$ cat src/rtl/gg_mmu_pkg.sv
// Game Gear MMU shared definitions.
// Address constants, reset values and region decode.
package gg_mmu_pkg;

  localparam logic [15:0] MAP_CTRL_A  = 16'hFFFC;
  localparam logic [15:0] UNBANKED_TOP = 16'h03FF;
  localparam logic [1:0]  RAM_SEL     = 2'b11;

  localparam logic [7:0] CTRL_RST  = 8'h00;
  localparam logic [7:0] SLOT0_RST = 8'h00;
  localparam logic [7:0] SLOT1_RST = 8'h01;
  localparam logic [7:0] SLOT2_RST = 8'h02;

  localparam logic [7:0] PORT_START = 8'h00;
  localparam logic [7:0] START_VAL  = 8'hC0;
  localparam logic [7:0] REG_LO     = 8'h01;
  localparam logic [7:0] REG_HI     = 8'h05;
  localparam logic [7:0] WREG_HI    = 8'h06;
  localparam logic [7:0] OPEN_BUS   = 8'hFF;
  localparam logic [1:0] IO_VCNT    = 2'b01;
  localparam logic [1:0] IO_VDP     = 2'b10;

  typedef enum logic [2:0] {
    RG_FIXED,
    RG_SLOT0,
    RG_SLOT1,
    RG_SLOT2,
    RG_RAM
  } region_e;

  function automatic region_e region_of(input logic [15:0] a);
    region_e r;
    if (a[15:14] == RAM_SEL) r = RG_RAM;
    else if (a <= UNBANKED_TOP) r = RG_FIXED;
    else if (a[15:14] == 2'b00) r = RG_SLOT0;
    else if (a[15:14] == 2'b01) r = RG_SLOT1;
    else r = RG_SLOT2;
    return r;
  endfunction

  function automatic logic [7:0] io_reset(input logic [2:0] idx);
    logic [7:0] v;
    case (idx)
      3'd1: v = 8'h7F;
      3'd2: v = 8'hFF;
      3'd4: v = 8'hFF;
      3'd6: v = 8'hFF;
      default: v = 8'h00;
    endcase
    return v;
  endfunction

endpackage

$ cat src/rtl/gg_mmu_if.sv
// Z80 bus and slave-side signal bundle.
// slave = the MMU, master = the surrounding system.
interface gg_mmu_if;
  logic [15:0] z80_addr;
  logic [7:0]  z80_do;
  logic [7:0]  z80_di;
  logic        z80_mem_rd;
  logic        z80_mem_wr;
  logic        z80_io_rd;
  logic        z80_io_wr;
  logic        ram_we;
  logic [7:0]  ram_di;
  logic [7:0]  ram_do;
  logic [12:0] ram_addr;
  logic [7:0]  cart_di;
  logic [7:0]  cart_do;
  logic [21:0] cart_addr;
  logic        vdp_control_wr;
  logic        vdp_control_rd;
  logic [7:0]  vdp_control_o;
  logic        vdp_data_wr;
  logic        vdp_data_rd;
  logic [7:0]  vdp_data_o;
  logic [7:0]  vdp_v_counter;
  logic [7:0]  vdp_h_counter;
  logic [7:0]  mapper_ctrl;

  modport slave (
    input  z80_addr, z80_do, z80_mem_rd, z80_mem_wr,
    input  z80_io_rd, z80_io_wr,
    input  ram_do, cart_do, vdp_control_o, vdp_data_o,
    input  vdp_v_counter, vdp_h_counter,
    output z80_di, ram_we, ram_di, ram_addr,
    output cart_di, cart_addr,
    output vdp_control_wr, vdp_control_rd,
    output vdp_data_wr, vdp_data_rd, mapper_ctrl
  );

  modport master (
    output z80_addr, z80_do, z80_mem_rd, z80_mem_wr,
    output z80_io_rd, z80_io_wr,
    output ram_do, cart_do, vdp_control_o, vdp_data_o,
    output vdp_v_counter, vdp_h_counter,
    input  z80_di, ram_we, ram_di, ram_addr,
    input  cart_di, cart_addr,
    input  vdp_control_wr, vdp_control_rd,
    input  vdp_data_wr, vdp_data_rd, mapper_ctrl
  );
endinterface

$ cat src/rtl/gg_mapper.sv
// Sega-style 3-slot cartridge mapper.
// Holds ctrl/slot registers and forms the cart byte address.
module gg_mapper
  import gg_mmu_pkg::*;
(
  input  logic        clk,
  input  logic        rst,
  input  logic [15:0] addr,
  input  logic [7:0]  data,
  input  logic        wr,
  output logic [7:0]  ctrl,
  output logic [21:0] cart_addr
);

  logic [7:0] slot0;
  logic [7:0] slot1;
  logic [7:0] slot2;
  logic [7:0] bank;

  // Capture writes to the top four bytes of the address space.
  always_ff @(posedge clk or posedge rst) begin
    if (rst) begin
      ctrl  <= CTRL_RST;
      slot0 <= SLOT0_RST;
      slot1 <= SLOT1_RST;
      slot2 <= SLOT2_RST;
    end else if (wr && addr >= MAP_CTRL_A) begin
      case (addr[1:0])
        2'd0: ctrl  <= data;
        2'd1: slot0 <= data;
        2'd2: slot1 <= data;
        default: slot2 <= data;
      endcase
    end
  end

  // Pick the bank for the addressed 16 KB window.
  always_comb begin
    bank = 8'h00;
    unique case (region_of(addr))
      RG_SLOT0: bank = slot0;
      RG_SLOT1: bank = slot1;
      RG_SLOT2: bank = slot2;
      default:  bank = 8'h00;
    endcase
    cart_addr = {bank, addr[13:0]};
  end

endmodule

$ cat src/rtl/gg_mmu.sv
// Game Gear memory / I-O management unit.
// Decodes Z80 cycles, drives slaves, muxes read data.
module gg_mmu
  import gg_mmu_pkg::*;
(
  input logic clk,
  input logic rst,
  gg_mmu_if.slave bus
);

  logic [7:0] port;
  logic       mem_cyc;
  logic       is_ram;
  logic       vdp_sel;
  logic       reg_sel;
  logic [7:0] io_reg [1:6];
  logic [7:0] io_data;

  assign port    = bus.z80_addr[7:0];
  assign mem_cyc = bus.z80_mem_rd | bus.z80_mem_wr;
  assign is_ram  = bus.z80_addr[15:14] == RAM_SEL;
  assign vdp_sel = port[7:6] == IO_VDP;
  assign reg_sel = port >= REG_LO && port <= WREG_HI;

  assign bus.ram_we   = bus.z80_mem_wr & is_ram;
  assign bus.ram_di   = bus.z80_do;
  assign bus.cart_di  = bus.z80_do;
  assign bus.ram_addr = bus.z80_addr[12:0];

  assign bus.vdp_data_rd    = bus.z80_io_rd & vdp_sel & ~port[0];
  assign bus.vdp_data_wr    = bus.z80_io_wr & vdp_sel & ~port[0];
  assign bus.vdp_control_rd = bus.z80_io_rd & vdp_sel & port[0];
  assign bus.vdp_control_wr = bus.z80_io_wr & vdp_sel & port[0];

  gg_mapper u_mapper (
    .clk       (clk),
    .rst       (rst),
    .addr      (bus.z80_addr),
    .data      (bus.z80_do),
    .wr        (bus.z80_mem_wr),
    .ctrl      (bus.mapper_ctrl),
    .cart_addr (bus.cart_addr)
  );

  // System I/O registers; a colliding mem cycle blocks the write.
  always_ff @(posedge clk or posedge rst) begin
    if (rst) begin
      for (int i = 1; i <= 6; i++)
        io_reg[i] <= io_reset(3'(i));
    end else if (bus.z80_io_wr && !mem_cyc && reg_sel) begin
      io_reg[port[2:0]] <= bus.z80_do;
    end
  end

  // I/O read map.
  always_comb begin
    io_data = OPEN_BUS;
    unique case (1'b1)
      port == PORT_START:
        io_data = START_VAL;
      port >= REG_LO && port <= REG_HI:
        io_data = io_reg[port[2:0]];
      port[7:6] == IO_VCNT:
        io_data = port[0] ? bus.vdp_h_counter : bus.vdp_v_counter;
      vdp_sel:
        io_data = port[0] ? bus.vdp_control_o : bus.vdp_data_o;
      default:
        io_data = OPEN_BUS;
    endcase
  end

  // Z80 read data; memory wins over I/O.
  always_comb begin
    bus.z80_di = OPEN_BUS;
    if (bus.z80_mem_rd)
      bus.z80_di = is_ram ? bus.ram_do : bus.cart_do;
    else if (bus.z80_io_rd)
      bus.z80_di = io_data;
  end

endmodule

$ cat src/flat_wrapper.sv
// flat-port wrapper written by rule: the top's interface ports become plain ports
module gg_mmu_flat import gg_mmu_pkg::*;
  (clk, rst, bus_z80_addr, bus_z80_do, bus_z80_mem_rd, bus_z80_mem_wr, bus_z80_io_rd, bus_z80_io_wr, bus_ram_do, bus_cart_do, bus_vdp_control_o, bus_vdp_data_o, bus_vdp_v_counter, bus_vdp_h_counter, bus_z80_di, bus_ram_we, bus_ram_di, bus_ram_addr, bus_cart_di, bus_cart_addr, bus_vdp_control_wr, bus_vdp_control_rd, bus_vdp_data_wr, bus_vdp_data_rd, bus_mapper_ctrl);
  gg_mmu_if bus_i ();
  input logic clk;
  input logic rst;
  input wire logic [$bits(bus_i.z80_addr)-1:0] bus_z80_addr;
  input wire logic [$bits(bus_i.z80_do)-1:0] bus_z80_do;
  input wire logic [$bits(bus_i.z80_mem_rd)-1:0] bus_z80_mem_rd;
  input wire logic [$bits(bus_i.z80_mem_wr)-1:0] bus_z80_mem_wr;
  input wire logic [$bits(bus_i.z80_io_rd)-1:0] bus_z80_io_rd;
  input wire logic [$bits(bus_i.z80_io_wr)-1:0] bus_z80_io_wr;
  input wire logic [$bits(bus_i.ram_do)-1:0] bus_ram_do;
  input wire logic [$bits(bus_i.cart_do)-1:0] bus_cart_do;
  input wire logic [$bits(bus_i.vdp_control_o)-1:0] bus_vdp_control_o;
  input wire logic [$bits(bus_i.vdp_data_o)-1:0] bus_vdp_data_o;
  input wire logic [$bits(bus_i.vdp_v_counter)-1:0] bus_vdp_v_counter;
  input wire logic [$bits(bus_i.vdp_h_counter)-1:0] bus_vdp_h_counter;
  output wire logic [$bits(bus_i.z80_di)-1:0] bus_z80_di;
  output wire logic [$bits(bus_i.ram_we)-1:0] bus_ram_we;
  output wire logic [$bits(bus_i.ram_di)-1:0] bus_ram_di;
  output wire logic [$bits(bus_i.ram_addr)-1:0] bus_ram_addr;
  output wire logic [$bits(bus_i.cart_di)-1:0] bus_cart_di;
  output wire logic [$bits(bus_i.cart_addr)-1:0] bus_cart_addr;
  output wire logic [$bits(bus_i.vdp_control_wr)-1:0] bus_vdp_control_wr;
  output wire logic [$bits(bus_i.vdp_control_rd)-1:0] bus_vdp_control_rd;
  output wire logic [$bits(bus_i.vdp_data_wr)-1:0] bus_vdp_data_wr;
  output wire logic [$bits(bus_i.vdp_data_rd)-1:0] bus_vdp_data_rd;
  output wire logic [$bits(bus_i.mapper_ctrl)-1:0] bus_mapper_ctrl;
  assign bus_i.z80_addr = bus_z80_addr;
  assign bus_i.z80_do = bus_z80_do;
  assign bus_i.z80_mem_rd = bus_z80_mem_rd;
  assign bus_i.z80_mem_wr = bus_z80_mem_wr;
  assign bus_i.z80_io_rd = bus_z80_io_rd;
  assign bus_i.z80_io_wr = bus_z80_io_wr;
  assign bus_i.ram_do = bus_ram_do;
  assign bus_i.cart_do = bus_cart_do;
  assign bus_i.vdp_control_o = bus_vdp_control_o;
  assign bus_i.vdp_data_o = bus_vdp_data_o;
  assign bus_i.vdp_v_counter = bus_vdp_v_counter;
  assign bus_i.vdp_h_counter = bus_vdp_h_counter;
  assign bus_z80_di = bus_i.z80_di;
  assign bus_ram_we = bus_i.ram_we;
  assign bus_ram_di = bus_i.ram_di;
  assign bus_ram_addr = bus_i.ram_addr;
  assign bus_cart_di = bus_i.cart_di;
  assign bus_cart_addr = bus_i.cart_addr;
  assign bus_vdp_control_wr = bus_i.vdp_control_wr;
  assign bus_vdp_control_rd = bus_i.vdp_control_rd;
  assign bus_vdp_data_wr = bus_i.vdp_data_wr;
  assign bus_vdp_data_rd = bus_i.vdp_data_rd;
  assign bus_mapper_ctrl = bus_i.mapper_ctrl;
  gg_mmu u_core (.clk(clk), .rst(rst), .bus(bus_i));
endmodule
$ cat config.mk
export PLATFORM = sky130hd
export DESIGN_NAME = gg_mmu_flat
export DESIGN_NICKNAME = d
export VERILOG_FILES = /design/src/rtl/gg_mmu_pkg.sv /design/src/rtl/gg_mmu_if.sv /design/src/rtl/gg_mapper.sv /design/src/rtl/gg_mmu.sv /design/src/flat_wrapper.sv
export SDC_FILE = /design/constraint.sdc
export NUM_CORES = 1
export LEC_CHECK = 0
export BUFFER_PORTS_ARGS = -buffer_cell sky130_fd_sc_hd__buf_2
export CAP_MARGIN = 20
export CORE_ASPECT_RATIO = 2
export CORE_UTILIZATION = 54
export CTS_CLUSTER_SIZE = 30
export DETAILED_ROUTE_END_ITERATION = 16
export GPL_ROUTABILITY_DRIVEN = 0
export PLACE_DENSITY = 0.94
export SETUP_SLACK_MARGIN = 0.3
export SLEW_MARGIN = 20
export SYNTH_ARGS = -nofsm -noshare
export SYNTH_HDL_FRONTEND = slang
export SYNTH_SLANG_ARGS = --single-unit
$ cat constraint.sdc
create_clock -name clk -period 6 [get_ports clk]
set_input_delay 1.5 -clock clk [delete_from_list [all_inputs] [get_ports clk]]
set_output_delay 1.5 -clock clk [all_outputs]
set_load 0.01 [all_outputs]
After elaboration in Yosys (flattened, before gate mapping)
Index checks and enable logic that the tools add are counted.
{ "word_totals": {"reg_bits": 80, "in_bits": 78} }
{ "classes": {"magnitude_cmp": 7, "n_eq_ne": 9, "mux": 17, "bitwise_logic": 11, "reduce_logical": 15} }
{ "op_table": {"columns": ["operator", "n"], "rows": [
  ["$mux W8", 8],
  ["$bwmux W48", 1],
  ["$pmux W8 S4", 1],
  ["$bmux W8 S3", 1],
  ["$demux W8 S3", 1],
  ["$pmux W8 S3", 1],
  ["$ge A16 B16 Y1 const B", 1],
  ["$le A16 B10 Y1 const B", 1],
  ["$le A8 B3 Y1 const B", 2],
  ["$ge A8 B1 Y1 const B", 1],
  ["$logic_not A8 Y1", 1],
  ["$reduce_and A2 Y1", 4],
  ["$and A1 B1 Y1", 7],
  ["$eq A2 B1 Y1 const B", 3],
  ["$eq A2 B2 Y1 const B", 3],
  ["$eq A3 B2 Y1 const B", 2],
  ["$logic_and A1 B1 Y1", 6],
  ["$ge A4 B4 Y1 const B", 1],
  ["$logic_not A2 Y1", 2],
  ["$lt A4 B1 Y1 const B", 1],
  ["$mux W2", 2],
  ["$not A3 Y4", 1],
  ["$eq A3 B1 Y1 const B", 1],
  ["$mux W3", 1],
  ["other kinds (5)", 6]
]} }

Longest topological paths before layout
{ "logic_depth": {"ltp_word": 7, "mapped_depth": 7} }

Cells and area by module
Synthesis repeated with hierarchy kept, for this count alone.
{ "hier_totals": {"cells_unflattened": 399, "hier_area_um2": 4698.3} }
{ "modules_own_cells": {"columns": ["module", "n_inst", "cells_each", "area_each_um2"], "rows": [
  ["gg_mmu", 1, 276, 3165.5],
  ["gg_mapper", 1, 123, 1532.7]
]} }

Least setup slack after synthesis
Ideal clock, no wire load.
{ "synth_timing": {"kind": "input-to-output", "start": "in bus_z80_addr[6]", "end": "out bus_z80_di[5]", "t_arrival_ps": 2864, "setup_slack_ps": 1636, "path_stages": 6, "path_buffers": 0, "path_cell_list": "inv_1 ha_1 nor3b_2 nand3_1 or3_1 a32oi_1"} }
{ "synth_between": {"elab_chain_len": 5, "elab_cells_between_ends": 9, "classes_between": "order compare (2); eq/ne (2); mux (3); reduce/logical (2)"} }
{ "synth_lines": {"columns": ["item", "line", "text"], "rows": [
  ["from (decl)", "flat_wrapper.sv:7", "input wire logic [$bits(bus_i.z80_addr)-1:0] bus_z80_addr;"],
  ["$ge A8 B1 Y1 / $le A8 B3 Y1 (equally long branches)", "gg_mmu.sv:61", "port >= REG_LO && port <= REG_HI:"],
  ["$logic_and A1 B1 Y1", "gg_mmu.sv:61", null],
  ["$pmux W8 S4 *", "gg_mmu.sv:58", "unique case (1'b1)"],
  ["$mux W8 *", "gg_mmu.sv:77", "else if (bus.z80_io_rd)"],
  ["$mux W8 *", "gg_mmu.sv:75", "if (bus.z80_mem_rd)"],
  ["to (decl)", "flat_wrapper.sv:19", "output wire logic [$bits(bus_i.z80_di)-1:0] bus_z80_di;"]
]} }
Mark *: on every way between the ends. The rest lies on a longest branch, timed or not.

Worst setup path after layout
{ "layout_timing": {"start": "in bus_z80_addr[0]", "end": "out bus_z80_di[6]"} }
{ "layout_between": {"elab_chain_len": 7, "elab_cells_between_ends": 13, "classes_between": "order compare (2); mux (8); bitwise (1); reduce/logical (2)"} }
{ "layout_lines": {"columns": ["item", "line"], "rows": [
  ["branches (longest 4 deep; another with $ge A8 B1 Y1)", null],
  ["$pmux W8 S4 *", "gg_mmu.sv:58"],
  ["$mux W8 *", "gg_mmu.sv:77"],
  ["$mux W8 *", "gg_mmu.sv:75"]
]} }
Mark *: on every way between the ends. The select of a mux whose other input is x is not followed.

==> results.md <==
* # IOs at 150
* Initial Utilization at 0.5513
* Worst VDD drop at around 0.19 mV
* Num CTS Buffers at 9
* Mapped Cells at 371
* Tot Pwr at about 1.2 mW
* Startpoint types: input pin
* Hold-critical path depth at 1
* Worst hold path startpoint: u_core.io_reg[26]
* Hold Path End: u_core.io_reg[26]
* Pre-antenna DRT Iters at 4
* Area growth syn-to-layout at 17.33%
* H-tree Lvls at 3
* Root buf cell: clkbuf_16
* Number of global-route vias before repair at 3264
* Pleak at about 2.6 nW
* Chip height at 128.9 um
* Max-cap violation count at 0
* Clock-pin slew on the worst setup and hold paths at ~60 ps
* RSZ-0062 raised after global routing: no
* Worst Max-Slew Pin Slew at roughly 920 ps
* Post-synth top cells: mux2_2, dfrtp_1, buf_4, dfstp_2, a22oi_1
* First-pass GRT wire length at 16640 um
* Reg2reg end: u_core.io_reg[29]
* Path depth of the worst reg2reg path at 1
* # setup viols final at 0
* Port buffer count at ~150
* Slew headroom at 0.3876
* Count leader, synth: mux2_2
* Max-slew violation count at 0
* Largest net degree at the start of global routing at 74
* GRT overflow at 0
* Rows at 46
* Final Critical Period at 5058 ps
* Status: complete, no violations
* Initial antenna violation count at 0
* Final setup TNS at 0 ps
* Synth Warn # at 0
* WP data required at ~4500 ps
* Cell taking the most area after synthesis: dfrtp_1
* Total track usage at 0.2673
* Final hold viol count at 0
* Core Region at 7885 um2
* Chip width at around 65 um
* Pwr per Cell Area at 232.5 nW/um2
* Prevailing post-synth register cell: dfrtp_1
* Number of fillers in the final layout at just under 600
* Reg-to-reg slack, setup at 5210 ps
* Cell variety after synth at 38
* Netlist Area Pre-Place at 4347 um2
* Area contributors post-synth: dfrtp_1, mux2_2, dfstp_2, buf_4, mux2i_1
* Synth Net Count at 453
* Number of flops mapped to enable cells by yosys at 0
* Critical setup path kind: input pin to output pin
* FFs w/ async S/R, synth at 1.000
* Register bit total from synthesis at 73
* CTS Buffer Depth at 2
* CTS tree: yes
* PostCTS Resize Cnt at 0
* Seq/Total Area, Yosys at 0.4277
* # hold bufs at CTS at 0
* Clock sink count at 73
* Largest register FFs at 41
* Postcts setup bufs at 0
* NumNets Final at 547
* Reg-to-reg startpoint: u_core.io_reg[29]
* Upper clock frequency limit at 197.7 MHz
* Post-DP HPWL at roughly 8100 um
* Remaining antenna violation count at 0
* WL/cell at 19.30 um
* Post-route clock period utilization at 0.8429
* Worst Hold Class: flip-flop to flip-flop
* Vias per inst at 5.912
* Drt drc at 0
* Crit. End Element: output pin
* Synth Area per Inst at ~12 um2
* Initial DRC count at 165
* Critical Path AT at 3560 ps
* Worst Path Max Fanout at 32
* Max Clock Skew at 0 ps
* Total number of vias at 3346
* Yosys top cell area share at 0.2706
* Clock Latency Late Sink at 320 ps
* Layout cells sized above 1 at 0.6362
* Routed wire length at 10920 um
* Number of diodes at 0
* Total Die Area at 8434 um2
-- cell type report --
class	instances	area, um2	area share
Clock inverter	2	37.54	0.007360
Multi-Input combinational cell	223	2032	0.3984
Inverter	7	26.28	0.005152
Tap cell	96	120.1	0.02355
Timing Repair Buffer	151	760.7	0.1492
Sequential cell	73	1859	0.3646
Clock buffer	14	264.0	0.05177
-- per-layer routing --
layer,wire (um),vias up,GRT usage
li1,-,1504,-
met4,536,0,0.1841
met1,3978,1660,0.2773
met3,471,41,0.04255
met2,5938,141,0.4760
met5,0,-,0
-- worst max-delay path by stage --
stage                     from            end  slack (ps)  cells past startpoint
4_1_cts        bus_z80_addr[0]  bus_z80_di[6]        1010                      6
6_report       bus_z80_addr[0]  bus_z80_di[6]         940                      6
3_3_place_gp   bus_z80_addr[0]  bus_z80_di[5]        1150                      6
2_1_floorplan  bus_z80_addr[6]  bus_z80_di[5]        1640                      6
3_5_place_dp   bus_z80_addr[0]  bus_z80_di[5]        1020                      6
5_1_grt        bus_z80_addr[0]  bus_z80_di[6]         820                      6
-- metrics by stage --
step | worst slack [ps] | instances | hold WS [ps] | area [um2] | util
5_1_grt | 818.0 | 566 | 510.9 | 5100 | 0.6468
2_1_floorplan | 1636 | 371 | 469.9 | 4347 | -
3_5_place_dp | 1020 | 550 | 486.9 | 4798 | 0.6085
6_report | 942.5 | 566 | 502.4 | 5100 | 0.6468
4_1_cts | 1009 | 566 | 499.3 | 5100 | 0.6468
3_3_place_gp | 1150 | 550 | 477.9 | 4798 | 0.6085
-- logic make-up after synthesis --
kind of cell | count (synthesis) | synth area share
AO/OA/AOI/OAI | 55 | 0.09413
buffers and inverters | 75 | 0.1048
adder cells (fa/ha/maj) | 4 | 0.01151
AND/OR/NAND/NOR | 55 | 0.08290
multiplexers | 109 | 0.2789
flip-flops | 73 | 0.4278
-- critical path: stages --
cell and delay [ps]:
buf_2 500, nor2b_1 650, a221oi_1 230, a211o_1 310, a32oi_1 200, buf_2 170
-- placed cells by master (no fill, tap or decap), types with 2 or more instances in the layout --
cell type	netlist	final
mux2_2	97	97
nand3_2	2	2
a22oi_1	16	16
dfrtp_1	47	47
clkbuf_16	0	9
a21oi_1	4	4
and3b_1	2	2
dfstp_2	26	26
nand3b_1	2	2
nand2_2	3	3
nand4_1	4	4
nor2b_1	5	5
a221oi_1	8	8
nand3_1	4	4
or3_1	2	2
buf_4	43	2
o21ai_0	10	10
and3_1	2	2
ha_1	4	4
inv_1	7	6
buf_2	10	149
clkbuf_1	5	3
nor2_1	8	8
nand2_1	11	11
mux2i_1	12	12
clkbuf_8	0	2
a211o_1	8	8
a32oi_1	8	8
-- where the power goes --
group / internal (mW) / switching, mW / total, mW / leakage, nW
Sequential: 0.499 / 0.00230 / 0.502 / 0.924
Clock: 0.345 / 0.191 / 0.536 / 0.143
Combinational: 0.0604 / 0.0879 / 0.148 / 1.49
Total: 0.905 / 0.281 / 1.19 / 2.56
No activity file was read; power rests on OpenSTA's default activity.
